## config.mk

```make
export PLATFORM = sky130hd
export DESIGN_NAME = frame_buffer_wr_arbiter
export DESIGN_NICKNAME = d
export VERILOG_FILES = /design/src/rtl/frame_buffer_wr_arbiter.sv
export SDC_FILE = /design/constraint.sdc
export NUM_CORES = 1
export LEC_CHECK = 0
export CORE_MARGIN = 4
export CORE_UTILIZATION = 24
export CTS_CLUSTER_SIZE = 14
export DETAILED_ROUTE_END_ITERATION = 8
export PLACE_DENSITY_LB_ADDON = 0.1
export SLEW_MARGIN = 20
export SYNTH_ARGS = -nofsm -noshare
export SYNTH_HDL_FRONTEND = slang
export SYNTH_SLANG_ARGS = --single-unit
```

## constraint.sdc

```tcl
create_clock -name clk -period 4.7 [get_ports clk]
set_clock_uncertainty 0.1 [all_clocks]
set_input_delay 0.705 -clock clk [delete_from_list [all_inputs] [get_ports clk]]
set_output_delay 0.705 -clock clk [all_outputs]
set_load 0.02 [all_outputs]
```

## src/rtl/frame_buffer_wr_arbiter.sv

```systemverilog
// -----------------------------------------------------------------------------
// frame_buffer_wr_arbiter
//
// Owns the single write port of the frame-buffer/tile BRAM and shares it
// between CPU MMIO pixel writes (one-entry pending buffer) and a hardware
// fill engine (screen clear / rectangle fill). When both sources want the
// port in the same cycle, the grant strictly alternates.
//
// Ports
//   clk, reset              system clock, asynchronous active-high reset
//   cpu_wr/addr/data        1-cycle CPU write strobe and payload
//   cpu_ready               1 = pending buffer empty, cpu_wr will be taken
//   fill_start/abort        1-cycle fill control pulses
//   fill_base/len/data      fill parameters, sampled on an accepted start
//   fill_busy               1 while the fill engine is in FILL
//   fill_done               1-cycle pulse after the last fill word is issued
//   we/addr_w/din           registered BRAM write port
// -----------------------------------------------------------------------------
module frame_buffer_wr_arbiter #(
    parameter int DATA_WIDTH = 8,
    parameter int ADDR_WIDTH = 12
) (
    input  logic                  clk,
    input  logic                  reset,
    input  logic                  cpu_wr,
    input  logic [ADDR_WIDTH-1:0] cpu_addr,
    input  logic [DATA_WIDTH-1:0] cpu_data,
    output logic                  cpu_ready,
    input  logic                  fill_start,
    input  logic                  fill_abort,
    input  logic [ADDR_WIDTH-1:0] fill_base,
    input  logic [ADDR_WIDTH:0]   fill_len,
    input  logic [DATA_WIDTH-1:0] fill_data,
    output logic                  fill_busy,
    output logic                  fill_done,
    output logic                  we,
    output logic [ADDR_WIDTH-1:0] addr_w,
    output logic [DATA_WIDTH-1:0] din
);

    typedef enum logic {ST_IDLE, ST_FILL} state_t;

    state_t                  state, state_nx;

    logic                    cpu_pend;
    logic [ADDR_WIDTH-1:0]   cpu_addr_q;
    logic [DATA_WIDTH-1:0]   cpu_data_q;

    logic [ADDR_WIDTH-1:0]   fill_ptr;
    logic [ADDR_WIDTH:0]     fill_rem;
    logic [DATA_WIDTH-1:0]   fill_val;

    // 1 = the most recent grant went to the fill engine.
    logic                    last_grant_fill;

    logic                    fill_req;
    logic                    grant_cpu;
    logic                    grant_fill;
    logic                    fill_accept;
    logic                    fill_noop;
    logic                    fill_last;

    assign cpu_ready   = ~cpu_pend;
    assign fill_accept = (state == ST_IDLE) && fill_start && (fill_len != '0);
    assign fill_noop   = (state == ST_IDLE) && fill_start && (fill_len == '0);
    assign fill_last   = (fill_rem == (ADDR_WIDTH+1)'(1));

    // ---------------------------------------------------------------- FSM: state register
    always_ff @(posedge clk or posedge reset) begin
        if (reset) begin
            state <= ST_IDLE;
        end else begin
            // NOTE: sequential state uses non-blocking assignments so every
            // register samples the pre-edge values, independent of block order.
            state <= state_nx;
        end
    end

    // ---------------------------------------------------------------- FSM: next state
    always_comb begin
        // NOTE: default assignment first so no path leaves state_nx unassigned
        // (which would infer a latch).
        state_nx = state;
        case (state)
            ST_IDLE: if (fill_accept) state_nx = ST_FILL;
            ST_FILL: begin
                if (fill_abort)                   state_nx = ST_IDLE;
                else if (grant_fill && fill_last) state_nx = ST_IDLE;
            end
            default: state_nx = ST_IDLE;
        endcase
    end

    // ---------------------------------------------------------------- FSM: outputs
    always_comb begin
        fill_busy = (state == ST_FILL);
        // An abort cycle issues no fill word.
        fill_req  = (state == ST_FILL) && !fill_abort;
    end

    // ---------------------------------------------------------------- arbitration
    // Under contention the source that did not win last time gets the port.
    always_comb begin
        grant_cpu  = cpu_pend && (!fill_req || last_grant_fill);
        grant_fill = fill_req && (!cpu_pend || !last_grant_fill);
    end

    // ---------------------------------------------------------------- datapath
    always_ff @(posedge clk or posedge reset) begin
        if (reset) begin
            cpu_pend        <= 1'b0;
            cpu_addr_q      <= '0;
            cpu_data_q      <= '0;
            fill_ptr        <= '0;
            fill_rem        <= '0;
            fill_val        <= '0;
            fill_done       <= 1'b0;
            last_grant_fill <= 1'b1;
            we              <= 1'b0;
            addr_w          <= '0;
            din             <= '0;
        end else begin
            // Pending buffer: freed on grant; a new strobe is only taken when
            // empty, so a grant and a capture never coincide.
            if (grant_cpu) begin
                cpu_pend <= 1'b0;
            end else if (cpu_wr && !cpu_pend) begin
                cpu_pend   <= 1'b1;
                cpu_addr_q <= cpu_addr;
                cpu_data_q <= cpu_data;
            end

            if (fill_accept) begin
                fill_ptr <= fill_base;
                fill_rem <= fill_len;
                fill_val <= fill_data;
            end else if (grant_fill) begin
                fill_ptr <= fill_ptr + ADDR_WIDTH'(1);   // wraps at top of buffer
                fill_rem <= fill_rem - (ADDR_WIDTH+1)'(1);
            end

            fill_done <= fill_noop || (grant_fill && fill_last);

            if (grant_cpu)       last_grant_fill <= 1'b0;
            else if (grant_fill) last_grant_fill <= 1'b1;

            // Address/data hold their previous values when nothing is granted.
            we <= grant_cpu || grant_fill;
            if (grant_cpu) begin
                addr_w <= cpu_addr_q;
                din    <= cpu_data_q;
            end else if (grant_fill) begin
                addr_w <= fill_ptr;
                din    <= fill_val;
            end
        end
    end

endmodule

```

=== Word-level counts from Yosys, hierarchy flattened ===
Cells that the tools add are included.

* Logic and storage cells: 56
* Register bits after elaboration: 78
* Bits of input ports: 58

* Bitwise logic cells: 3
* Muxes and demuxes: 16
* $add $sub $neg: 2
* Equality and inequality tests: 1
* Reduce and logical (&&, ||, !) cells: 22

{| class="wikitable"
|+ Operator list
! kind !! count
|-
| $mux 12 || 4
|-
| $mux 13 || 2
|-
| $mux 8 || 2
|-
| $eq 13x1->1 const B || 1
|-
| $logic_not 13->1 || 1
|-
| $reduce_bool 13->1 || 1
|-
| $sub 13x1->13 const B || 1
|-
| $add 12x1->12 const B || 1
|-
| $logic_and 1x1->1 || 8
|-
| $mux 1 || 7
|-
| $reduce_bool 2->1 || 3
|-
| $logic_not 1->1 || 4
|-
| $logic_or 1x1->1 || 4
|-
| $not 1->1 || 3
|-
| $pmux 1 s2 || 1
|-
| $reduce_and 2->1 || 1
|}

=== Depth between registers and ports, before layout ===
Gate-level depths: netlist of the first run.

* Depth in word-level cells: 7
* Mapped depth: 7
* Depth with buffers taken out: 6

=== Worst setup path after synthesis of the first run ===
Ideal clock, no wire load.

* Path kind: input to register
* Start: input fill_len[6]
* End: register fill_ptr[1]
* Setup slack: 2.411 ns
* Data required time: 4.474 ns
* Data arrival time: 2.063 ns
* Path buffers: 2
* Stages: 6
* Setup time: 0.126 ns
* Cells stage by stage: nor4_1 and4_1 clkbuf_1 nor2_1 clkbuf_1 a221o_1

* Longest elaborated chain between the ends: 3

{| class="wikitable"
|+ Ends and longest elaborated chain
! element !! line !! source
|-
| start, declared || 32 || <nowiki>input logic [ADDR_WIDTH:0] fill_len,</nowiki>
|-
| $reduce_bool 13->1 (*) || 64 || <nowiki>assign fill_accept = (state == ST_IDLE) && fill_start && (fill_len != '0);</nowiki>
|-
| $logic_and 1x1->1 (*) || 64 ||
|-
| $mux 12 or $reduce_bool 2->1 (tied branches) || - ||
|-
| end signal, assigned || 134 || <nowiki>fill_ptr <= fill_base;</nowiki>
|-
| end signal, assigned || 138 || <nowiki>fill_ptr <= fill_ptr + ADDR_WIDTH'(1);</nowiki>
|-
| end, declared || 49 || <nowiki>logic [ADDR_WIDTH-1:0] fill_ptr;</nowiki>
|}

Every way passes the cells marked *; elsewhere a longest branch is shown, timed or not.
A chain may end at the register's enable or synchronous reset.

=== Final worst setup path of the first run ===
Ends and elaborated chain as after synthesis.

==> results.cfg, run 1 <==
[outcome]
status = finished, final reports clean

[synth]
synthCells = 344
synth-seq-cells = 78
synth_edf_count = 0
synth_top_area_share_pct = 52.9
synth_top_family_by_area = simple AND/OR/NAND/NOR gates
synth.cell_area_mm2 = 0.00364
synth_area_leaders = dfrtp_1 (53%), mux2_2 (9.3%), nor2_1 (4.7%)
syn_nets = 405
synthMuxAreaShare_pct = 10.7
synth_simple_gate_area_share_pct = 17.7
yosys.area_share.xor_xnor_pct = 1.20
yosysTopAreaCell = dfrtp_1
yosysUniqueCellTypes = 45
async_flop_share_pct = 100
synth-compound-area-share_pct = 12.9
yosysWarnings = 0
ys_seq_area_share_pct = 53.6
synthAdderAreaFrac_pct = 1.03
avgSynthCellArea_um2 = 10.6
synthFlopType = dfrtp_1

[die]
die_area_mm2 = 0.0172
chipWidth_um = 131
core.rowCount = 44
die_y_um = 131
core_mm2 = 0.0147
io_pins = 82
initial_core_util_pct = 24.8

[timing]
setup_tns_ns = 0
relSlewSlack_pct = 36.1
finalCritPeriodShare_pct = 58.8
setup_viol = 0
slew_violations = 0
hold_viol = 0
period_minus_slack_ns = 2.76
worstMarginPinSlew_ns = 0.958
rsz0062_at_grt = false
fmax_mhz = 362

[worst_setup_path]
crit-reg2reg-launch = last_grant_fill
crit_path_max_incr_delay_ns = 0.65
cp-end-kind = flop
worst-path-max-fanout = 16
cp.required_ns = 4.83
cp.arrival_ns = 2.89
start_kind = input pin
cp-startpoint = fill_len[6]
worstSetupPathType = input pin to flop
slowest_stage = and4_1
path_cells = clkdlybuf4s50_1 -> nor4_1 -> and4_1 -> nor2_2 -> a221o_1

[clock_network]
clockBufferDepth = 2
cts_sinks = 78
h-tree-depth = 3
insertion_delay_ns = 0.34
post-cts-setup-buffer-count = 0
clkTransAtPathRegs_ns = 0.06
postCtsHoldBufs = 0
cts_buffers = 9
cts_root_buffer = clkbuf_16
post_cts_resized = 0
cts_tree = built

[layout]
register_area_mm2 = 0.00195
multiInputGateArea_mm2 = 0.00160
nets = 482
antennaDiodeCount = 0
drive_gt1_share_pct = 14.1
num-fill-cells = 1534
syn_to_final_growth_pct = 35.6
design_area_mm2 = 0.00494

[drt]
viasPerCell = 4.90
drc = 0
drtAntennaViolNets = 0
drtIter0Drc = 187
wl_per_cell_um = 18.5
vias = 2988
wirelength_mm = 11.3
detail_route.first_pass.iterations = 4

[power_and_ir_drop]
vdd_ir_drop_max_v = 0.000206
p_leak_nw = 1.95
p_total_mw = 2.41
power_density_mw_per_mm2 = 488

[global_routing]
antenna_found_initial = 0
grt_pass1_vias = 3247
grt_remaining_overflow = 0
grt_first_pass_wirelength_mm = 18.2
grt_use_total_pct = 13.5
grt_max_degree = 58

[run]
max_cap_viol_count = 0

[worst_hold_path]
hp-class = flop to flop
hp-start = fill_rem[12]

[place]
hpwl_mm = 7.72
place.gp.congestion = 0.853
placed_area_mm2 = 0.00466
portBuffers = 81
## cells by family (layout without fill, tap and decap cells)
kind of cell,after synthesis,after routing
AOI/OAI and AO/OA,67,67
xor gates and xnor gates,5,5
adders and majority gates,3,3
buffers and inverters,27,109
DFF,78,78
muxes,35,35
and+or+nand+nor,129,129
## Yosys cell counts (all sizes together) (4+ instances only)
master	n
o32ai	4
mux2i	5
o211ai	4
o21ai	11
o22ai	18
inv	7
clkbuf	16
or3	4
o311ai	4
nor4	5
buf	4
a31oi	4
nand3	16
mux2	30
dfrtp	77
and3	6
nand4	7
or4	5
o221ai	4
nor3	11
nor2	46
nand2	16
## worst paths after layout
| path | to | cells past startpoint | slack (ns) |
|---|---|---|---|
| worst max-delay path | fill_ptr[1] | 5 | 1.94 |
| worst min-delay path | fill_rem[12] | 1 | 0.41 |
| worst max register to register | fill_rem[1] | 5 | 2.34 |
| worst min register to register | fill_rem[12] | 1 | 0.41 |
| max in group asynchronous | fill_rem[9] | 3 | 2.91 |
| min in group asynchronous | cpu_addr_q[8] | 2 | 0.74 |
## worst max-delay path, delay by kind of cell
kind | cells | cell delay (ns)
buf+inv | 1 | 0.44
compound gates | 1 | 0.41
simple gates | 3 | 1.34
## power by group
group          internal (mW)  total [mW]  switching, mW
combinational          0.355       0.707          0.352
sequential             0.861        1.04          0.175
clock                  0.372       0.664          0.292
## sequential cells by signal, indices dropped and copies added (netlist names)
register / flops
addr_w: 12
fill_ptr: 12
cpu_data_q: 8
fill_busy: 1
cpu_addr_q: 12
fill_rem: 13
cpu_pend: 1
fill_done: 1
we: 1
din: 8
last_grant_fill: 1
fill_val: 8
## cell type report
cell class / count / share of cell area (%)
clock buffers: 11 / 4.92
flip-flops and latches: 78 / 39.6
multi-input cells: 239 / 32.4
repair buffers: 86 / 17.2
clock inverters: 5 / 0.684
inverters: 7 / 0.583
well taps: 184 / 4.66
## placed cells by master, fill, tap and decap left out, types with 7 or more instances in the layout
cell | Yosys | layout
nand4_1 | 7 | 7
nand3_1 | 16 | 16
dfrtp_1 | 77 | 77
nor2_1 | 46 | 45
clkbuf_16 | 0 | 9
mux2_2 | 30 | 30
nor3_1 | 11 | 11
o21ai_0 | 11 | 10
o22ai_1 | 18 | 18
clkdlybuf4s50_1 | 0 | 81
nand2_1 | 16 | 16
## layer usage
layer  vias to the layer above  part of all wire (%)  track usage [%]
li1                       1436                     -                -
met1                      1479                    48             17.9
met2                        67                    47             21.1
met3                         6                   4.6             4.28
met4                         0                  0.75             4.32
met5                         -                     0                0
## metrics by stage
step | hold WS, ns | instances | util [%] | worst slack [ns]
after global placement | 0.387 | 594 | 31.6 | 1.33
final | 0.405 | 610 | 33.6 | 1.94
after floorplan | 0.373 | 344 | - | 1.90
after CTS | 0.409 | 610 | 33.6 | 1.96
after detailed placement | 0.392 | 594 | 31.7 | 1.59
after global routing | 0.415 | 610 | 33.6 | 1.72
Note: power is estimated with default switching activity, not from simulation.
==> inputs of run 2 (changes only) <==
==> constraint.sdc (replaced) <==
create_clock -name clk -period 2.5 [get_ports clk]
set_clock_uncertainty 0.1 [all_clocks]
set_input_delay 0.375 -clock clk [delete_from_list [all_inputs] [get_ports clk]]
set_output_delay 0.375 -clock clk [all_outputs]
set_load 0.02 [all_outputs]
==> run 2 against run 1 <==
Net effect:
- combinational power is 98% higher
- die area unchanged
- sequential power rose by 88%
- design area increased by 3.9%
- critical path depth down 1
==> results.cfg, run 2 (synthesis gave the netlist of run 1 again) <==
[global_routing]
grt_first_pass_wirelength_mm = 18.0
antenna_found_initial = 0
grt_use_total_pct = 13.3
grt_pass1_vias = 3275
grt_remaining_overflow = 0
grt_max_degree = 63

[die]
io_pins = 82
die_y_um = 131
core.rowCount = 44
die_area_mm2 = 0.0172
initial_core_util_pct = 24.8
core_mm2 = 0.0147
chipWidth_um = 131

[clock_network]
post-cts-setup-buffer-count = 0
cts_root_buffer = clkbuf_16
clockBufferDepth = 2
postCtsHoldBufs = 0
insertion_delay_ns = 0.34
clkTransAtPathRegs_ns = 0.06
cts_tree = built
cts_sinks = 78
h-tree-depth = 3
cts_buffers = 9
post_cts_resized = 0

[layout]
num-fill-cells = 1514
largest_reg_flops = 13
multiInputGateArea_mm2 = 0.00159
design_area_mm2 = 0.00513
drive_gt1_share_pct = 17.6
layout_common_cells = clkdlybuf4s50_1 (81), dfrtp_1 (77), nor2_1 (46), mux2_2 (30), buf_4 (23)
fin_util_pct = 34.9
nets = 504
syn_to_final_growth_pct = 40.8
finalNonFillerCells = 632
largest_register = fill_rem
antennaDiodeCount = 0
register_area_mm2 = 0.00195
final_common_cell = clkdlybuf4s50_1

[timing]
worstMarginPinSlew_ns = 0.788
setup_tns_ns = 0
finalCritPeriodShare_pct = 88.7
hold_viol = 0
rsz0062_at_grt = false
setup_viol = 0
period_minus_slack_ns = 2.22
slew_violations = 0
relSlewSlack_pct = 47.3
fmax_mhz = 451

[worst_setup_path]
worst-path-buf-inv = 0
cp-end-kind = flop
cp_top_family = simple AND/OR/NAND/NOR gates
slowest_stage = or4_4
worstSetupPathType = flop to flop
worst-path-max-fanout = 5
path_common_cell = or4_4
crit_path_max_incr_delay_ns = 0.55
cp.arrival_ns = 2.35
cp.required_ns = 2.63
start_kind = flop
path_cells = or4_4 -> or4_4 -> or3_1 -> a31o_1

[power_and_ir_drop]
combPwrFrac_pct = 30.9
switchingPower_mw = 1.50
p_leak_nw = 2.05
power_density_mw_per_mm2 = 880
seqPwrFrac_pct = 43.1
p_total_mw = 4.51
vdd_ir_drop_max_v = 0.000432
power.internal_mw = 3.01
swShare_pct = 33.3
power_frac_clock_pct = 25.9

[place]
place.gp.congestion = 0.825
dp_cells = 616
portBuffers = 81
placed_area_mm2 = 0.00487
hpwl_mm = 8.09

[worst_hold_path]
hp-class = input pin to asynchronous set/reset pin

[drt]
wl_per_cell_um = 17.7
detail_route.first_pass.iterations = 4
drc = 0
drtAntennaViolNets = 0
drtIter0Drc = 161
viasPerCell = 4.80
vias = 3033
wirelength_mm = 11.2

[outcome]
status = finished, final reports clean

[run]
max_cap_viol_count = 0
-- run 2: cell types whose count changed in the layout (fill, tap and decap cells not counted), sizes merged --
cell / previous run / this run
buf: 5 / 27
clkbuf: 11 / 12
clkinv: 2 / 3
inv: 8 / 6
-- run 2: path summary, 6_finish.rpt --
kind,start,to,slack (ns),cells past startpoint
min in group clk,cpu_data_q[4],cpu_data_q[4],0.41,1
min reg2reg,cpu_data_q[4],cpu_data_q[4],0.41,1
max in group asynchronous,reset,last_grant_fill,1.41,3
min,reset,cpu_addr_q[9],0.22,2
max,fill_rem[3],fill_rem[12],0.28,4
max reg2reg,fill_rem[3],fill_rem[12],0.28,4
-- run 2: worst register-to-register path: stages, from the launching register on --
cell     delay, ns
dfrtp_1       0.42
or4_4         0.55
or4_4         0.51
or3_1         0.32
a31o_1        0.22
-- run 2: per-stage QoR --
stage               setup WS [ns]  hold WS [ns]
floorplan                  0.0316         0.373
finish                      0.283         0.225
CTS                         0.243         0.214
global placement          -0.0497         0.392
detailed placement         -0.110         0.397
global route                0.165         0.236
-- run 2: final cells by class --
| type | instances | area share, % |
|---|---|---|
| Timing Repair Buffer | 108 | 20.7 |
| Sequential cell | 78 | 38.1 |
| Multi-Input combinational cell | 239 | 31.0 |
| Inverter | 7 | 0.537 |
| Clock buffer | 12 | 4.61 |
| Tap cell | 184 | 4.49 |
| Clock inverter | 4 | 0.488 |
-- run 2: metal layers --
| layer | track usage [%] | up-vias | share of wire (%) |
|---|---|---|---|
| met5 | 0 | - | 0 |
| met4 | 2.98 | 0 | 0.87 |
| met3 | 4.51 | 5 | 4.4 |
| met2 | 20.8 | 72 | 47 |
| met1 | 18.0 | 1473 | 48 |
| li1 | - | 1483 | - |
-- run 2: power groups by stage --
stage,combinational [mW],sequential [mW],clock [mW]
after global placement,1.40,1.97,0
after CTS,1.42,1.95,1.22
final,1.40,1.95,1.17
after floorplan,0.654,2.02,0
after detailed placement,1.41,1.97,0
after global routing,1.53,2.01,1.27
